**src/rtl/fetch_ctrl_pkg.sv**
```systemverilog
// Shared types and encodings for the instruction-fetch sequencer.
package fetch_ctrl_pkg;

   typedef enum logic [2:0] {
      ST_IDLE,
      ST_RESET_PC,
      ST_FETCH,
      ST_EXEC,
      ST_HALT
   } state_t;

   // Opcode field, IR[7:6]
   localparam logic [1:0] OP_NOP  = 2'b00;
   localparam logic [1:0] OP_LDC  = 2'b01;
   localparam logic [1:0] OP_DJNZ = 2'b10;
   localparam logic [1:0] OP_JMP  = 2'b11;

   // Operations understood by module_PC.pc_op_i
   localparam logic [1:0] PC_CLR  = 2'b00;
   localparam logic [1:0] PC_HOLD = 2'b01;
   localparam logic [1:0] PC_INC  = 2'b10;
   localparam logic [1:0] PC_LOAD = 2'b11;

   // Opcode 11 doubles as HALT when the flag bit is set
   function automatic logic is_halt(input logic [1:0] opc, input logic flag);
      return (opc == OP_JMP) && flag;
   endfunction

endpackage

```
**src/rtl/module_loop_counter.sv**
```systemverilog
// Loop counter for LDC/DJNZ: loadable, decrements modulo 2^ANCHO.
module module_loop_counter #(
   parameter int ANCHO = 4
) (
   input  logic             clk,
   input  logic             rst,
   input  logic             load,
   input  logic             dec,
   input  logic [ANCHO-1:0] load_val,
   output logic [ANCHO-1:0] value,
   output logic             next_is_zero
);

   logic [ANCHO-1:0] dec_val;

   // Decremented value wraps from 0 to all-ones by plain modular arithmetic
   always_comb begin
      dec_val      = value - ANCHO'(1);
      next_is_zero = (dec_val == '0);
   end

   // Counter register: load has priority, decrement otherwise, hold by default
   always_ff @(posedge clk) begin
      if (rst) begin
         value <= '0;
      end else if (load) begin
         value <= load_val;
      end else if (dec) begin
         value <= dec_val;
      end
   end

endmodule

```
**src/rtl/module_fetch_ctrl.sv**
```systemverilog
// Instruction-fetch sequencer driving module_PC: fetch, decode, one PC op per instruction.
module module_fetch_ctrl
   import fetch_ctrl_pkg::*;
#(
   parameter int ANCHO       = 4,
   parameter int ANCHO_INSTR = 8
) (
   input  logic                   clk,
   input  logic                   rst,
   input  logic                   start_i,
   input  logic [ANCHO_INSTR-1:0] instr_i,
   output logic [1:0]             pc_op_o,
   output logic [ANCHO-1:0]       pc_o,
   output logic                   busy_o,
   output logic                   done_o,
   output logic [ANCHO-1:0]       count_o
);

   state_t                 state;
   logic [ANCHO_INSTR-1:0] ir;

   logic [1:0]       in_opc;
   logic             in_flag;
   logic [ANCHO-1:0] in_opnd;
   logic [1:0]       ir_opc;
   logic             ir_flag;

   logic [1:0]       exec_op;
   logic [ANCHO-1:0] exec_tgt;

   logic cnt_load;
   logic cnt_dec;
   logic cnt_next_zero;
   logic unused_bits;

   // Field split of the incoming ROM word and of the latched IR
   always_comb begin
      in_opc  = instr_i[ANCHO_INSTR-1 -: 2];
      in_flag = instr_i[ANCHO_INSTR-3];
      in_opnd = instr_i[ANCHO-1:0];
      ir_opc  = ir[ANCHO_INSTR-1 -: 2];
      ir_flag = ir[ANCHO_INSTR-3];
   end

   // Bits between flag and operand carry no meaning; fold them so they are consumed
   assign unused_bits = ^{instr_i, ir};

   // EXEC outputs are precomputed during FETCH so they leave a register;
   // the counter is stable during FETCH, so its next_is_zero is valid here
   always_comb begin
      exec_op  = PC_INC;
      exec_tgt = '0;
      case (in_opc)
         OP_DJNZ: begin
            if (!cnt_next_zero) begin
               exec_op  = PC_LOAD;
               exec_tgt = in_opnd;
            end
         end
         OP_JMP: begin
            if (is_halt(in_opc, in_flag)) begin
               exec_op = PC_HOLD;
            end else begin
               exec_op  = PC_LOAD;
               exec_tgt = in_opnd;
            end
         end
         default: begin
            exec_op = PC_INC;
         end
      endcase
   end

   // Counter side effects take place at the edge that ends EXEC
   always_comb begin
      cnt_load = (state == ST_EXEC) && (ir_opc == OP_LDC);
      cnt_dec  = (state == ST_EXEC) && (ir_opc == OP_DJNZ);
   end

   module_loop_counter #(
      .ANCHO(ANCHO)
   ) u_loop_counter (
      .clk         (clk),
      .rst         (rst),
      .load        (cnt_load),
      .dec         (cnt_dec),
      .load_val    (ir[ANCHO-1:0]),
      .value       (count_o),
      .next_is_zero(cnt_next_zero)
   );

   // Sequencer FSM with registered outputs; start_i is honoured only in IDLE/HALT
   always_ff @(posedge clk) begin
      if (rst) begin
         state   <= ST_IDLE;
         ir      <= '0;
         pc_op_o <= PC_HOLD;
         pc_o    <= '0;
         busy_o  <= 1'b0;
         done_o  <= 1'b0;
      end else begin
         case (state)
            ST_IDLE, ST_HALT: begin
               if (start_i) begin
                  state   <= ST_RESET_PC;
                  pc_op_o <= PC_CLR;
                  pc_o    <= '0;
                  busy_o  <= 1'b1;
                  done_o  <= 1'b0;
               end
            end
            ST_RESET_PC: begin
               state   <= ST_FETCH;
               pc_op_o <= PC_HOLD;
               pc_o    <= '0;
            end
            ST_FETCH: begin
               ir      <= instr_i;
               state   <= ST_EXEC;
               pc_op_o <= exec_op;
               pc_o    <= exec_tgt;
            end
            ST_EXEC: begin
               pc_op_o <= PC_HOLD;
               pc_o    <= '0;
               if (is_halt(ir_opc, ir_flag)) begin
                  state  <= ST_HALT;
                  busy_o <= 1'b0;
                  done_o <= 1'b1;
               end else begin
                  state <= ST_FETCH;
               end
            end
            default: begin
               state   <= ST_IDLE;
               pc_op_o <= PC_HOLD;
               pc_o    <= '0;
               busy_o  <= 1'b0;
               done_o  <= 1'b0;
            end
         endcase
      end
   end

endmodule

```
**config.mk**
```make
export PLATFORM = sky130hd
export DESIGN_NAME = module_fetch_ctrl
export DESIGN_NICKNAME = d
export VERILOG_FILES = /design/src/rtl/fetch_ctrl_pkg.sv /design/src/rtl/module_loop_counter.sv /design/src/rtl/module_fetch_ctrl.sv
export SDC_FILE = /design/constraint.sdc
export NUM_CORES = 1
export LEC_CHECK = 0
export ABC_AREA = 1
export CORE_ASPECT_RATIO = 0.5
export CORE_UTILIZATION = 30
export DETAILED_ROUTE_END_ITERATION = 8
export GPL_TIMING_DRIVEN = 0
export PLACE_DENSITY_LB_ADDON = 0.12
export SYNTH_ARGS = -nofsm -noshare
export SYNTH_HDL_FRONTEND = slang
export SYNTH_HIERARCHICAL = 1
export SYNTH_SLANG_ARGS = --single-unit
```
**constraint.sdc**
```tcl
create_clock -name clk -period 2.75 [get_ports clk]
set_input_delay 0.4125 -clock clk [delete_from_list [all_inputs] [get_ports clk]]
set_output_delay 0.4125 -clock clk [all_outputs]
set_load 0.02 [all_outputs]
```
==> metrics <==
DP HPWL=around 1800 um; Worst Tran Pin Value=~800 ps; Net Switching=205.3 uW; CTS resizes=0; gr ovfl total=0; clk_lat worst skew=260 ps; die extent in y=43.56 um; worst-path fanout max=4; die area=about 3700 um^2; First-pass DRT Iterations=4; H-tree level count=1; GRT Overall Usage=around 15%; first-pass GRT wire length=~4100 um; RR Startpoint=u_loop_counter/value[0]; WS Path Type=reg -> reg; starting density of the core=between 30 and 40%; Netlist Area Pre-Place=roughly 1000 um^2; area share of the largest cell type after synthesis=42.51%; clock buffer depth=2; pre-CTS setup slack=about 950 ps; largest net degree at the start of global routing=12; switching share of total power=28.94%; Num CTS Buffers=3; Worst slew margin=between 40% and 50%; Worst Setup SP=u_loop_counter/value[0]; residual DRC count=0; critical path launch point type=flip-flop; RD Place Congestion=0.7468; unique cell type count in the Yosys netlist=21; CP required=roughly 2900 ps; wire per inst=approximately 11 um; Ys Warns=6; commonest non-fill, non-tap cell in the layout=nand2_1; sequential area share after synthesis=42.51%; Total Power=709.6 uW; vias in the first global route=roughly 900; Fin Setup TNS=0 ps; IO Pins=23; setup bufs post-CTS=0; maximum vdd drop=between 0.2 and 0.3 mV; Combinational Power Share=a little over a fifth; Synth Instances=148; number of vias per cell=roughly 4.7; initial antenna violation count=0; TritonCTS Sinks=22; fin. max-slew vios=0; RSZ-0062 raised after global routing=false; fin worst setup slack=929.7 ps; final period utilization=66.19%; vias post-DR=999; achievable clock frequency=roughly 550 MHz; Layout Cells excl Fill=around 210; synthesized area per cell=around 7.0 um^2; area grow syn2layout=29.11%; Area contributors post-synth=dfxtp_1 (43%), nand2_1 (15%), nand3_1 (8.2%); Hold Path Origin=ir[0]; Yosys top cell by area=dfxtp_1; First DRT Iteration DRCs=29; clk slew on worst S/H paths=roughly 70 ps; Core Rows=14; status=complete, no violations; Flop pwr share=50.6%; CORE AREA=~3100 um^2; clock share of power=around 28%; fin nets=187; commonest non-fill, non-tap cells in the layout=nand2_1 (42), dfxtp_1 (22), clkdlybuf4s50_1 (21), inv_1 (17), nand3_1 (17); final wirelength=roughly 2400 um; Final Hold Viols=0; die width=between 80 and 90 um; Max-Cap Viols=0; antenna cells=0; skew final=between 2 and 2.5 ps; post-route ant nets=0; kind of end point of the critical path=flip-flop; port bufs=21; share of cells above drive strength 1=6.395%; min cycle time layout=between 1500 and 2000 ps; Hold WC Path Type=reg -> reg; Setup violations, final=0; Synth Register Bits=22; PD cells=roughly 530 nW/um^2; WP data arrival=between 1500 and 2000 ps; CTS tree=yes; P_int=~500 uW; Leak=around 0.54 nW; Mapped Nets=around 160; root buf cell=clkbuf_8; Placed Cells=209; hold_buf cts=0
cells by family (layout without fill, tap and decap cells):
logic type,after synthesis,count (layout),share of synthesized area (%)
flops,22,22,42.51
xor+xnor,1,1,0.8456
compound gates,26,26,13.28
fa+ha+maj,2,2,2.415
simple gates,76,76,32.61
buf+inv,21,45,8.332
power groups by stage:
stage          clock [mW]  combinational (mW)  sequential (mW)
2_1_floorplan           0              0.0828            0.376
3_3_place_gp            0               0.152            0.366
3_5_place_dp            0               0.153            0.366
4_1_cts             0.204               0.154            0.359
5_1_grt             0.218               0.170            0.362
6_report            0.198               0.153            0.359
per-layer routing:
layer / GRT usage (%) / wire length [um] / up-vias
met5: 0 / 0 / -
met4: 6.102 / 13 / 0
met3: 4.571 / 114 / 2
met2: 22.42 / 1031 / 26
met1: 19.42 / 1274 / 448
li1: - / - / 523
sequential cells by signal (all words and copies together) (netlist names):
| register | cells |
|---|---|
| busy_o | 1 |
| done_o | 1 |
| ir | 7 |
| pc_o | 4 |
| pc_op_o | 2 |
| state | 3 |
| u_loop_counter/value | 4 |
worst max-delay path, cell delays in order, from the launching register on:
cell	delay, ps
dfxtp_1	380
inv_1	110
ha_1	220
xor2_1	160
nor2_1	130
inv_1	100
o21ai_0	310
nor2_4	50
a21oi_1	160
nand3_1	90
final timing paths:
path / cells past startpoint / end / slack, ps
worst min register to register: 2 / ir[0] / 470
worst max register to register: 9 / pc_op_o[0] / 930
worst min-delay path: 2 / ir[0] / 470
worst max-delay path: 9 / pc_op_o[0] / 930
cell usage after synthesis, drive strengths merged:
master	n
or2	1
buf	2
ha	2
nor3	2
a21oi	16
xor2	1
clkbuf	1
nand2	43
nor2	12
o21ai	7
nand3	18
a22oi	2
dfxtp	22
a211oi	1
inv	18
stage by stage:
| step | area (um^2) | utilization (%) | hold slack [ps] |
|---|---|---|---|
| finish | 1338 | 42.66 | 467.0 |
| global route | 1338 | 42.66 | 495.7 |
| CTS | 1338 | 42.66 | 468.6 |
| detailed placement | 1296 | 41.34 | 456.9 |
| global placement | 1296 | 41.34 | 452.4 |
| floorplan | 1036 | - | 437.7 |
cell type report:
type	instances	area (um^2)
Tap cell	40	50.05
Clock buffer	3	41.29
Multi-Input combinational cell	105	509.2
Inverter	18	67.56
Sequential cell	22	440.4
Buffer	3	18.77
Timing Repair Buffer	21	210.2
Fill cell	324	1798
Note: power is estimated with default switching activity, not from simulation.
